--- src/rtl/generador_pasos_pkg.sv ---
// Shared definitions for the generador_pasos step generator:
// FSM state encoding and the width of the inter-pulse gap counter.
package pasos_pkg;

    localparam logic [1:0] IDLE  = 2'd0;
    localparam logic [1:0] SETUP = 2'd1;
    localparam logic [1:0] PULSE = 2'd2;
    localparam logic [1:0] GAP   = 2'd3;

    // Width of the gap countdown; enough for GAP values 1..15.
    localparam int GAP_W = 4;

    typedef enum logic [1:0] {
        S_IDLE  = IDLE,
        S_SETUP = SETUP,
        S_PULSE = PULSE,
        S_GAP   = GAP
    } estado_t;

endpackage

--- src/rtl/generador_pasos_if.sv ---
// Bus between the step generator and its environment.
// Optional macro GENERADOR_PASOS_ABORT_EN adds the abort request line.
//
// Handshake: a target transfers on a rising clk edge where tgt_valid and
// tgt_ready are both 1. tgt_ready is 1 only while the generator is idle;
// tgt_valid seen while tgt_ready is 0 is ignored, nothing is queued.
interface generador_pasos_if #(
    parameter int WIDTH = 2
);
    logic [WIDTH-1:0] tgt;
    logic             tgt_valid;
    logic             tgt_ready;
    logic             full;
    logic             empty;
    logic             nxt;
    logic             dir;
    logic [WIDTH-1:0] pos;
    logic             busy;
    logic             done;
    logic             err;
`ifdef GENERADOR_PASOS_ABORT_EN
    logic             abort;
`endif

    modport master (
`ifdef GENERADOR_PASOS_ABORT_EN
        output abort,
`endif
        output tgt, tgt_valid, full, empty,
        input  tgt_ready, nxt, dir, pos, busy, done, err
    );

    modport slave (
`ifdef GENERADOR_PASOS_ABORT_EN
        input  abort,
`endif
        input  tgt, tgt_valid, full, empty,
        output tgt_ready, nxt, dir, pos, busy, done, err
    );

endinterface

--- src/rtl/generador_pasos_temporizador_gap.sv ---
// Countdown that times the low cycles between step pulses.
// Loaded with (gap - 1); expire is high once the count reaches zero.
module temporizador_gap
    import pasos_pkg::*;
(
    input  logic             clk,
    input  logic             rst_n,
    input  logic             load_i,
    input  logic [GAP_W-1:0] val_i,
    input  logic             count_i,
    output logic             expire_o
);

    logic [GAP_W-1:0] cnt_q, cnt_d;

    // Next count: load has priority, otherwise count down to zero and stop.
    always_comb begin
        cnt_d = cnt_q;
        if (load_i) begin
            cnt_d = val_i;
        end else if (count_i && (cnt_q != '0)) begin
            cnt_d = cnt_q - 1'b1;
        end
    end

    // Count register.
    always_ff @(posedge clk or negedge rst_n) begin
        if (!rst_n) begin
            cnt_q <= '0;
        end else begin
            cnt_q <= cnt_d;
        end
    end

    assign expire_o = (cnt_q == '0);

endmodule

--- src/rtl/generador_pasos.sv ---
// Step generator: accepts a target counter value and issues one-cycle nxt
// pulses (with a fixed direction) until its internal mirror reaches it,
// aborting with err if the counter reports a limit.
// Optional macro GENERADOR_PASOS_ABORT_EN adds an abort request.
module generador_pasos #(
    parameter int WIDTH = 2,
    parameter int GAP   = 1
) (
    input  logic                clk,
    input  logic                rst_n,
    generador_pasos_if.slave    bus,
    output pasos_pkg::estado_t  estado_o
);
    import pasos_pkg::GAP_W;
    import pasos_pkg::estado_t;
    import pasos_pkg::S_IDLE;
    import pasos_pkg::S_SETUP;
    import pasos_pkg::S_PULSE;
    import pasos_pkg::S_GAP;

    localparam logic [GAP_W-1:0] GAP_LOAD = GAP_W'(GAP - 1);

    estado_t          state_q, state_d;
    logic [WIDTH-1:0] pos_q, pos_d;
    logic [WIDTH-1:0] tgt_q, tgt_d;
    logic             dir_q, dir_d;
    logic             err_q, err_d;
    logic             done_q, done_d;
    logic             accept;
    logic             limit;
    logic             abort_w;
    logic             nxt_w;
    logic             gap_load;
    logic             gap_expire;

    assign accept = bus.tgt_valid && bus.tgt_ready;
    // The counter limit that matters depends on the direction of travel.
    assign limit  = dir_q ? bus.full : bus.empty;

`ifdef GENERADOR_PASOS_ABORT_EN
    assign abort_w = bus.abort;
`else
    assign abort_w = 1'b0;
`endif

    // Next-state and output decode for the move sequencer.
    always_comb begin
        state_d  = state_q;
        pos_d    = pos_q;
        tgt_d    = tgt_q;
        dir_d    = dir_q;
        err_d    = err_q;
        done_d   = 1'b0;
        nxt_w    = 1'b0;
        gap_load = 1'b0;
        case (state_q)
            S_IDLE: begin
                if (accept) begin
                    if (bus.tgt == pos_q) begin
                        done_d = 1'b1;
                    end else begin
                        tgt_d   = bus.tgt;
                        dir_d   = (bus.tgt > pos_q);
                        err_d   = 1'b0;
                        state_d = S_SETUP;
                    end
                end
            end
            S_SETUP: begin
                if (abort_w) begin
                    done_d  = 1'b1;
                    state_d = S_IDLE;
                end else begin
                    state_d = S_PULSE;
                end
            end
            S_PULSE: begin
                if (limit) begin
                    err_d   = 1'b1;
                    done_d  = 1'b1;
                    state_d = S_IDLE;
                end else begin
                    nxt_w = 1'b1;
                    pos_d = dir_q ? (pos_q + WIDTH'(1)) : (pos_q - WIDTH'(1));
                    // An abort here lets the current pulse finish first.
                    if (abort_w) begin
                        done_d  = 1'b1;
                        state_d = S_IDLE;
                    end else begin
                        gap_load = 1'b1;
                        state_d  = S_GAP;
                    end
                end
            end
            S_GAP: begin
                if (abort_w) begin
                    done_d  = 1'b1;
                    state_d = S_IDLE;
                end else if (gap_expire) begin
                    if (pos_q == tgt_q) begin
                        done_d  = 1'b1;
                        state_d = S_IDLE;
                    end else begin
                        state_d = S_PULSE;
                    end
                end
            end
            default: state_d = S_IDLE;
        endcase
    end

    // State and datapath registers; reset discards any move in flight.
    always_ff @(posedge clk or negedge rst_n) begin
        if (!rst_n) begin
            state_q <= S_IDLE;
            pos_q   <= '0;
            tgt_q   <= '0;
            dir_q   <= 1'b0;
            err_q   <= 1'b0;
            done_q  <= 1'b0;
        end else begin
            state_q <= state_d;
            pos_q   <= pos_d;
            tgt_q   <= tgt_d;
            dir_q   <= dir_d;
            err_q   <= err_d;
            done_q  <= done_d;
        end
    end

    temporizador_gap u_gap (
        .clk      (clk),
        .rst_n    (rst_n),
        .load_i   (gap_load),
        .val_i    (GAP_LOAD),
        .count_i  (state_q == S_GAP),
        .expire_o (gap_expire)
    );

    // Ready is gated by rst_n so it reads 0 for the whole reset interval.
    assign bus.tgt_ready = rst_n && (state_q == S_IDLE);
    assign bus.nxt       = nxt_w;
    assign bus.dir       = dir_q;
    assign bus.pos       = pos_q;
    assign bus.busy      = (state_q != S_IDLE);
    assign bus.done      = done_q;
    assign bus.err       = err_q;
    assign estado_o      = state_q;

endmodule

--- src/flat_wrapper.sv ---
// flat-port wrapper written by rule: the top's interface ports become plain ports
module generador_pasos_flat import pasos_pkg::GAP_W; import pasos_pkg::estado_t; import pasos_pkg::S_IDLE; import pasos_pkg::S_SETUP; import pasos_pkg::S_PULSE; import pasos_pkg::S_GAP;
#(
    parameter int WIDTH = 2,
    parameter int GAP   = 1
)
  (clk, rst_n, estado_o, bus_tgt, bus_tgt_valid, bus_full, bus_empty, bus_tgt_ready, bus_nxt, bus_dir, bus_pos, bus_busy, bus_done, bus_err);
  generador_pasos_if #(.WIDTH(WIDTH)) bus_i ();
  input  logic clk;
  input  logic rst_n;
  output pasos_pkg::estado_t estado_o;
  input wire logic [$bits(bus_i.tgt)-1:0] bus_tgt;
  input wire logic [$bits(bus_i.tgt_valid)-1:0] bus_tgt_valid;
  input wire logic [$bits(bus_i.full)-1:0] bus_full;
  input wire logic [$bits(bus_i.empty)-1:0] bus_empty;
  output wire logic [$bits(bus_i.tgt_ready)-1:0] bus_tgt_ready;
  output wire logic [$bits(bus_i.nxt)-1:0] bus_nxt;
  output wire logic [$bits(bus_i.dir)-1:0] bus_dir;
  output wire logic [$bits(bus_i.pos)-1:0] bus_pos;
  output wire logic [$bits(bus_i.busy)-1:0] bus_busy;
  output wire logic [$bits(bus_i.done)-1:0] bus_done;
  output wire logic [$bits(bus_i.err)-1:0] bus_err;
  assign bus_i.tgt = bus_tgt;
  assign bus_i.tgt_valid = bus_tgt_valid;
  assign bus_i.full = bus_full;
  assign bus_i.empty = bus_empty;
  assign bus_tgt_ready = bus_i.tgt_ready;
  assign bus_nxt = bus_i.nxt;
  assign bus_dir = bus_i.dir;
  assign bus_pos = bus_i.pos;
  assign bus_busy = bus_i.busy;
  assign bus_done = bus_i.done;
  assign bus_err = bus_i.err;
  generador_pasos #(.WIDTH(WIDTH), .GAP(GAP)) u_core (.clk(clk), .rst_n(rst_n), .bus(bus_i), .estado_o(estado_o));
endmodule
--- config.mk ---
export PLATFORM = sky130hd
export DESIGN_NAME = generador_pasos_flat
export DESIGN_NICKNAME = d
export VERILOG_FILES = /design/src/rtl/generador_pasos_pkg.sv /design/src/rtl/generador_pasos_if.sv /design/src/rtl/generador_pasos_temporizador_gap.sv /design/src/rtl/generador_pasos.sv /design/src/flat_wrapper.sv
export SDC_FILE = /design/constraint.sdc
export NUM_CORES = 1
export LEC_CHECK = 0
export ABC_AREA = 1
export BUFFER_PORTS_ARGS = -buffer_cell sky130_fd_sc_hd__buf_2
export CAP_MARGIN = 20
export CELL_PAD_IN_SITES_DETAIL_PLACEMENT = 0
export CELL_PAD_IN_SITES_GLOBAL_PLACEMENT = 1
export CORE_MARGIN = 2
export CORE_UTILIZATION = 37
export CTS_CLUSTER_SIZE = 8
export DETAILED_ROUTE_END_ITERATION = 8
export PLACE_DENSITY = 0.75
export SYNTH_ARGS = -nofsm -noshare
export SYNTH_HDL_FRONTEND = slang
export SYNTH_SLANG_ARGS = --single-unit
--- constraint.sdc ---
create_clock -name clk -period 1.8 [get_ports clk]
set_input_delay 0.36 -clock clk [delete_from_list [all_inputs] [get_ports clk]]
set_output_delay 0.36 -clock clk [all_outputs]
set_load 0.1 [all_outputs]
* Word level (Yosys, flattened, before mapping) *
Cells that the tools add are included.

storage, ports and cells
  bits in registers = 13
  latch bits = 0
  bits in writable memories = 0
  memory bits (read-only) = 0
  input bits = 7
  output and inout bits = 10
  memories = 0

cells by class
  add/sub/neg operators = 3
  multiply operators = 0
  div/mod/pow operators = 0
  order comparisons = 1
  eq/ne operators = 9
  shifts and indexed selects = 0
  mux-type cells = 22
  bitwise operators = 2
  reduce and logical (&&, ||, !) cells = 13

operators with widths
  kind                                                  count
  two-way mux 2 bit                                     6
  two-way mux 1 bit                                     11
  two-way mux 4 bit                                     2
  case mux 2 bit (4 select lines)                       1
  != test 2 x 1 -> 1 bit (second input constant)        3
  AND reduction 3 bit                                   2
  nonzero test 2 bit                                    3
  equality test 2 bit                                   2
  equality test 2 bit (second input constant)           2
  zero test 4 bit                                       1
  case mux 1 bit (4 select lines)                       1
  AND reduction 4 bit                                   1
  nonzero test 4 bit                                    1
  subtractor 4 x 1 -> 4 bit (second input constant)     1
  logical AND 1 bit                                     3
  adder 2 x 1 -> 2 bit (second input constant)          1
  equality test 2 x 1 -> 1 bit (second input constant)  1
  > comparator 2 bit                                    1
  zero test 2 bit                                       1
  != test 2 bit (second input constant)                 1
  inverter 1 bit                                        2
  case mux 1 bit (2 select lines)                       1
  AND reduction 2 bit                                   1
  subtractor 2 x 1 -> 2 bit (second input constant)     1

* Logic depth before layout (Yosys ltp) *
Gate-level depths: netlist (run 1).

  word-level depth = 5
  mapped depth = 8
  depth with buffers taken out = 8

* Hierarchy *
From an unflattened synthesis (run 1), not the netlist that was laid out.

unflattened totals
  cell total of the unflattened synthesis = 127
  area, all modules = 875.8 um^2

by module, submodules not included
  module            times used  cells an instance  area an instance (um^2)
  generador_pasos   1           81                 580.6
  temporizador_gap  1           46                 295.3

* Least setup slack after synthesis (run 1) *
Ideal clock, no wire load.

  kind = register -> output
  start point = reg u_core.state_q[1], in the netlist u_core.estado_o[1]
  end point = out bus_tgt_ready
  arrival = 2.909 ns
  setup slack = -1.469 ns
  cell stages (with the launch flop) = 4
  cell sequence = dfrtp_1 nor2_4 inv_1 nor2_1

between the ends
  longest elaborated chain between the ends = 2

RTL lines
  element                 line                    source
  from (decl)             generador_pasos.sv:23   estado_t state_q, state_d;
  from (signal assigned)  generador_pasos.sv:122  state_q <= state_d;
  zero test 2 bit         generador_pasos.sv:141  assign bus.tgt_ready = rst_n && (state_q == S_IDLE);
  logical AND 1 bit       generador_pasos.sv:141
  to (decl)               flat_wrapper.sv:16      output wire logic [$bits(bus_i.tgt_ready)-1:0] bus_tgt_ready;

No other way between the ends.

* Worst setup path in the final report (run 1) *
Ends and elaborated chain as after synthesis.

==> results of run 1 <==
-- layout by cell type, fill, tap and decap left out, types with 4 or more instances in the layout --
| master | netlist | routed |
|---|---|---|
| ha_1 | 4 | 4 |
| inv_1 | 16 | 14 |
| nand2_2 | 3 | 4 |
| nor2_1 | 5 | 4 |
| buf_2 | 0 | 14 |
| dfrtp_1 | 13 | 8 |
| nor2_4 | 3 | 4 |
| buf_4 | 0 | 5 |
| o21ai_0 | 7 | 7 |
| nand2_1 | 19 | 18 |
| nand3_1 | 7 | 7 |
-- metal layers --
| layer | part of all wire, % | up-vias | routed length (µm) | GRT usage [%] |
|---|---|---|---|---|
| met5 | 0 | - | 0 | 0 |
| met4 | 0 | 0 | 0 | 4.29 |
| met3 | 5.6 | 0 | 86 | 7.36 |
| met2 | 49 | 15 | 745 | 24.1 |
| met1 | 46 | 295 | 701 | 18.0 |
| li1 | - | 340 | - | - |
-- area by class of cell --
class | instances | area share, %
clock buffer | 4 | 2.63
inverter | 16 | 6.38
multi-input combinational | 62 | 37.9
sequential | 13 | 33.9
tap | 27 | 3.38
timing repair buffer | 22 | 15.8
-- metrics by stage --
step                      instance area [µm²]  utilization [%]  setup slack [ps]  std cells  hold WS [ps]
final                                    1000             51.5              49.9        144          44.6
after floorplan                           782                -              -525         91          64.4
after detailed placement                  933             48.1               319        135           226
after global routing                     1000             51.5             -15.0        144          38.5
after CTS                                 970             49.9              9.92        140          39.1
after global placement                    933             48.1               339        135           221
-- kinds of logic after synthesis --
| group | count (synthesis) | share of synthesized area (%) |
|---|---|---|
| compound gates | 12 | 8.79 |
| xor+xnor | 6 | 6.97 |
| fa+ha+maj | 4 | 6.63 |
| buf+inv | 16 | 7.96 |
| flops | 13 | 43.1 |
| simple gates | 40 | 26.5 |
-- state kept, by name, summed over array words and instances (netlist names) --
register and cells:
u_core.bus.done 1, u_core.estado_o 2, u_core.tgt_q 2, u_core.u_gap.cnt_q 4, u_core.bus.dir 1, u_core.bus.pos 2, u_core.bus.err 1
-- cell usage after synthesis (all sizes together) --
library cell   n  share of area, %
nand2         22                12
inv           16               8.0
dfrtp         13                43
nand3          8               6.0
nor2           8               7.0
o21ai          8               5.3
ha             4               6.6
xnor2          3               3.5
xor2           3               3.5
nand4          2               1.7
a21oi          1              0.66
o21a           1               1.0
o21bai         1               1.0
o22ai          1              0.83
-- worst max-delay path by stage --
stage / slack, ps / depth (start not counted) / from / to
floorplan: -530 / 3 / u_core.estado_o[0] / bus_tgt_ready
CTS: 10 / 4 / u_core.estado_o[0] / bus_tgt_ready
finish: 50 / 4 / u_core.estado_o[1] / bus_tgt_ready
detailed placement: 320 / 4 / u_core.estado_o[0] / bus_tgt_ready
global placement: 340 / 4 / u_core.estado_o[0] / bus_tgt_ready
global route: -10 / 4 / u_core.estado_o[1] / bus_tgt_ready
-- timing repair --
action / 4_1_cts / 5_1_grt
hold endpoints to repair: 6 / 0
setup endpoints to repair: 0 / 3
hold buffers: 1 / 0
setup buffers: 0 / 4
==> run summary, run 1 <==
antenna cells = 0
initial antenna violation count = 0
routed len/inst = 10.6 µm
Ports = 17
# Max-Cap Violations = 0
Gate Count Post-Synth = 91
FILL cells = 211
critical path class = reg2out
#FFs+latches synth = 13
clock buffer depth = 2
DP HPWL = 1240 µm
required time of the critical path = 1440 ps
Critical Path End Type = output port
CTS clk-pin slew, worst paths = 80 ps
grt ovf = 0
WL final = 1530 µm
Die W = 49.2 µm
die area = 2420 µm²
Vias = 650
row cnt = 16
R2R cell count = 8
Peak Freq = 0.571 GHz
Critical Path Slowest Stage Cell = dfrtp_4
Syn Area/Cell = 8.29 µm²
CP cell instances = nor2_4 -> clkinvlp_4 -> nor2_4 -> buf_12
Setup TNS = 0 ps
antenna viol nets, final = 0
layout cells sized above 1 = 34.2%
net count after synthesis = 102
area grow syn2layout = 32.5%
Initial DRC Count = 5
Worst-Margin Slew = 487 ps
R2R Path Start = u_core.bus.pos[1]
Die Height = 49.2 µm
Period minus WS final = 1750 ps
Core ar. = 1940 µm²
family with the most delay on the worst path = flip-flops
first-pass GRT wire length = 2700 µm
post-synthesis cell type count = 18
outcome = complete, no violations
PortBufs = 16
drc violations = 0
post-synthesis sequential area ratio = 43.1%
register area = 339 µm²
clk_skew = 4.69 ps
reg-to-reg endpoint = u_core.bus.err
total track usage = 15.1%
Clock Latency Late Sink = 270 ps
synth warn = 0
buffers plus inverters on the worst setup path = 2
largest net degree at the start of global routing = 8
CTS Buf Count = 3
crit start category = flop
reg-to-reg setup timing slack = 360 ps
final hold vios = 0
Mapped Area = 754 µm²
period utilisation layout = 97.2%
Max Slew Vio Count = 0
CTS tree = built
starting density of the core = 38.9%
Hold WC Path Type = in2async
RePlAce Congestion = 0.733
# setup viols final = 0
Worst slew margin = 67.8%
vias in the first global route = 595
vias per cell = 4.51
H-tree levels = 1
clk sink count = 13
Post-CTS Resized = 0
drt pass-1 iters = 4
Root Buffer = clkbuf_4
CP peak stage delay = 510 ps
Multi-input gate area = 379 µm²
crit-path most repeated cell = nor2_4
Final nets = 129
WP data arrival = 1390 ps
maximum fanout along the worst path = 4
Power of run 1 is not shown: default switching activity piles up to over one toggle a cycle in this logic, so the estimate is an artifact.
==> run 2: changes to the inputs <==
--- a/config.mk
+++ b/config.mk
@@ -14,7 +14,8 @@
 export CORE_UTILIZATION = 37
 export CTS_CLUSTER_SIZE = 8
 export DETAILED_ROUTE_END_ITERATION = 8
-export PLACE_DENSITY = 0.75
+export PLACE_DENSITY = 0.76
 export SYNTH_ARGS = -nofsm -noshare
 export SYNTH_HDL_FRONTEND = slang
+export SYNTH_HIERARCHICAL = 1
 export SYNTH_SLANG_ARGS = --single-unit
==> run summary, run 2 <==
final hold vios = 0
Clock Latency Late Sink = 270 ps
#FFs+latches synth = 13
Top Layer Used = met4
Gate Count Post-Synth = 127
PortBufs = 16
maximum fanout along the worst path = 8
vias per cell = 4.32
synth warn = 6
RePlAce Congestion = 0.753
fin util = 48.7%
vias in the first global route = 728
H-tree levels = 1
largest net degree at the start of global routing = 16
clk_skew = 4.24 ps
# setup viols final = 0
antenna cells = 0
Post-CTS Resized = 0
critical path class = reg2out
number of synthesized flops with an enable pin = 0
area fraction of the dominant cell type after synthesis = 37.1%
most common cell after layout, fill and taps aside = nand2_1
Vias = 778
antenna viol nets, final = 0
post-CTS setup buffers = 0
grt ovf = 0
routed length on met1 = 810 µm
CTS tree = built
clock buffer depth = 2
Met2 Wirelength = 795 µm
period utilisation layout = 94.8%
RSZ-0062 raised after global routing = false
Hold WC Path Type = in2async
post-synthesis sequential area ratio = 37.1%
Max Slew Vio Count = 0
Root Buffer = clkbuf_4
Core ar. = 2230 µm²
Initial DRC Count = 9
# Max-Cap Violations = 0
Die Height = 52.7 µm
total track usage = 14.8%
outcome = complete, no violations
Mapped Area = 876 µm²
register area = 337 µm²
Final nets = 163
die area = 2770 µm²
Commonest cells post-synth = nand2_1, inv_1, dfrtp_1
WP data arrival = 1350 ps
row cnt = 17
Syn Area/Cell = 6.90 µm²
area grow syn2layout = 24.3%
Peak Freq = 0.586 GHz
initial antenna violation count = 0
CTS Buf Count = 3
routed len/inst = 9.25 µm
WL final = 1670 µm
commonest non-fill, non-tap cells in the layout = nand2_1, inv_1, buf_2, nand3_1, dfrtp_1
most frequently used flop master after synthesis = dfrtp_1
CTS clk-pin slew, worst paths = 90 ps
drt pass-1 iters = 4
required time of the critical path = 1440 ps
drc violations = 0
Critical Path End Type = output port
most common cell in the synthesized netlist = nand2_1
Ports = 17
crit start category = flop
layout cells sized above 1 = 27.6%
max reg flops = 4
largest register by flop count = u_core/u_gap/cnt_q
clk sink count = 13
starting density of the core = 39.2%
first-pass GRT wire length = 3010 µm
Period minus WS final = 1710 ps
DP HPWL = 1350 µm
Multi-input gate area = 472 µm²
post-synthesis cell type count = 20
Die W = 52.7 µm
FFs w/ async S/R, synth = 100%
FILL cells = 248
post-synth top area cell = dfrtp_1
metal3 WL = 43 µm
top cells by area in the synthesized netlist = dfrtp_1, nand2_1, inv_1, nand3_1, ha_1
==> run 2: changes by cell type in the layout (fill, tap and decap cells not counted), moves of 3 or more <==
cell and delta:
inv_1 +6, o21ai_0 -4, nand2_1 +33, buf_4 -3, conb_1 +4, xor2_1 -3, xnor2_1 -3
==> run 2: area by class of cell <==
class	count	share of cell area (%)
multi-input cells	93	43.3
well taps	28	3.22
flip-flops and latches	13	30.9
clock buffers	4	2.41
repair buffers	18	11.5
inverters	24	8.62
==> run 2: cells by family (layout without fill, tap and decap cells) <==
logic type	after synthesis	count (layout)	synth area share, %
AO/OA/AOI/OAI	5	5	3.14
other	1	4	0.428
adder cells (fa/ha/maj)	3	3	4.29
flip-flops	13	13	37.1
buffers and inverters	24	46	10.3
AND/OR/NAND/NOR	81	81	44.7
==> run 2: metal layers <==
layer | vias up | track usage [%]
met5 | - | 0
met4 | 0 | 6.41
met3 | 2 | 1.71
met2 | 9 | 25.6
met1 | 335 | 18.4
li1 | 432 | -
==> run 2: final timing paths <==
path                                   start         endpoint  slack [ps]  cells past startpoint
setup reg to reg           u_core/bus.pos[1]  u_core/tgt_q[1]         410                      6
hold reg to reg               u_core/bus.err   u_core/bus.err         470                      2
min in group clk                  bus_tgt[1]  u_core/tgt_q[1]         340                      3
hold / removal                         rst_n  u_core/bus.done          50                      2
max in group asynchronous              rst_n   u_core/bus.dir        1550                      2
setup / recovery              u_core/bus.dir          bus_nxt          90                      4
==> run 2: critical path, cell delays in order (launching register included) <==
cell and delay (ps):
dfrtp_4 510, nand2_1 80, nand2_2 80, nor2_4 200
buf_12 210
==> run 2: through the flow <==
stage                     TNS (ps)  area (µm²)  setup WS (ps)  cells  hold WS (ps)
after floorplan               -477         902           -153    130          64.4
after global placement           0        1060            378    176           342
after detailed placement         0        1060            361    176           349
after CTS                        0        1090           58.8    180          51.0
after global routing             0        1090           19.5    180          60.9
final                            0        1090           94.0    180          45.5
==> run 2: repair_timing <==
| item | in CTS | in global routing |
|---|---|---|
| endpoints found under the hold margin | 0 | 0 |
| hold buffers | 0 | 0 |
| setup endpoints to repair | 0 | 1 |
Power of run 2 is left out for the same reason.
==> run 3: changes to the inputs <==
--- a/config.mk
+++ b/config.mk
@@ -10,6 +10,7 @@
 export CAP_MARGIN = 20
 export CELL_PAD_IN_SITES_DETAIL_PLACEMENT = 0
 export CELL_PAD_IN_SITES_GLOBAL_PLACEMENT = 1
+export CORE_ASPECT_RATIO = 1.4
 export CORE_MARGIN = 2
 export CORE_UTILIZATION = 37
 export CTS_CLUSTER_SIZE = 8
==> run summary, run 3 (same netlist as run 2, synthesis figures left out) <==
buffers plus inverters on the worst setup path = 1
Period minus WS final = 1710 ps
Finished Layout Cells = 174
required time of the critical path = 1440 ps
Critical Path Start = u_core/bus.dir
Hold WC Path Type = in2async
antenna viol nets, final = 0
max reg flops = 4
family with the most delay on the worst path = flip-flops
period utilisation layout = 95.0%
DP HPWL = 1510 µm
Peak Freq = 0.585 GHz
clk sink count = 13
# setup viols final = 0
drt pass-1 iters = 4
Clock Latency Late Sink = 270 ps
WP data arrival = 1350 ps
Critical Path End Type = output port
routed len/inst = 10.6 µm
CP cell instances = nand2_1 -> nand2_2 -> nor2_4 -> buf_12
Initial DRC Count = 25
final setup margin = 89.2 ps
# Max-Cap Violations = 0
vias per cell = 4.47
critical path class = reg2out
RePlAce Congestion = 0.685
commonest non-fill, non-tap cells in the layout = nand2_1, inv_1, buf_2, nand3_1, dfrtp_1
H-tree levels = 1
crit start category = flop
R2R cell count = 6
WL final = 1840 µm
largest register by flop count = u_core/u_gap/cnt_q
first-pass GRT wire length = 3300 µm
PortBufs = 16
largest net degree at the start of global routing = 16
Die W = 45.1 µm
Vias = 777
hold_ws = 62.0 ps
initial antenna violation count = 0
Final nets = 163
most common cell after layout, fill and taps aside = nand2_1
dpl ws = 367 ps
reg-to-reg endpoint = u_core/bus.dir
layout cells sized above 1 = 27.6%
Die Height = 61.6 µm
Core ar. = 2200 µm²
total track usage = 16.6%
clk_skew = 1.00 ps
dpl cells = 170
drc violations = 0
cts hold-fix bufs = 0
row cnt = 20
die area = 2780 µm²
RSZ-0062 raised after global routing = false
Ports = 17
maximum fanout along the worst path = 6
starting density of the core = 39.8%
grt ovf = 0
CP peak stage delay = 510 ps
area grow syn2layout = 23.4%
antenna cells = 0
Setup TNS = 0 ps
CTS Buf Count = 3
CTS tree = built
Max Slew Vio Count = 0
post-CTS setup buffers = 0
vias in the first global route = 772
final hold vios = 0
reg-to-reg setup timing slack = 390 ps
outcome = complete, no violations
Root Buffer = clkbuf_4
Critical Path Slowest Stage Cell = dfrtp_4
clock buffer depth = 2
R2R Path Start = u_core/bus.pos[1]
CTS clk-pin slew, worst paths = 80 ps
[run 3: cell counts in the layout (fill, tap and decap cells not counted)]
Identical to the previous run, type by type.
[run 3: layout make-up]
type                    instances  area (µm²)
multi-input cells              93         472
fillers                       236        1120
clock buffers                   4        26.3
flip-flops and latches         13         337
inverters                      24        93.8
well taps                      22        27.5
repair buffers                 18         125
[run 3: timing repair]
item,CTS,global route
hold endpoints to repair,0,0
endpoints found under the setup margin,0,1
gates resized for setup,0,0
[run 3: worst max-delay path by stage]
stage                     cells past startpoint  slack (ps)                    end
after global routing                          4           9                bus_nxt
after global placement                        4         380                bus_nxt
after detailed placement                      4         370                bus_nxt
after floorplan                               9        -150  u_core/u_gap/cnt_q[3]
final                                         4          90                bus_nxt
after CTS                                     4          40                bus_nxt
[run 3: per-layer routing]
layer  routed length, µm  track usage [%]  part of all wire (%)
met1                 784             18.5                    43
met2                 981             30.2                    53
met3                  58             1.76                   3.1
met4                  19             8.82                   1.0
met5                   0                0                     0
[run 3: metrics by stage]
step           area [µm²]  utilization, %
2_1_floorplan         902               -
6_report             1080            49.1
4_1_cts              1080            49.1
5_1_grt              1080            49.1
3_3_place_gp         1050            47.9
3_5_place_dp         1050            47.9
Power of run 3 is left out for the same reason.
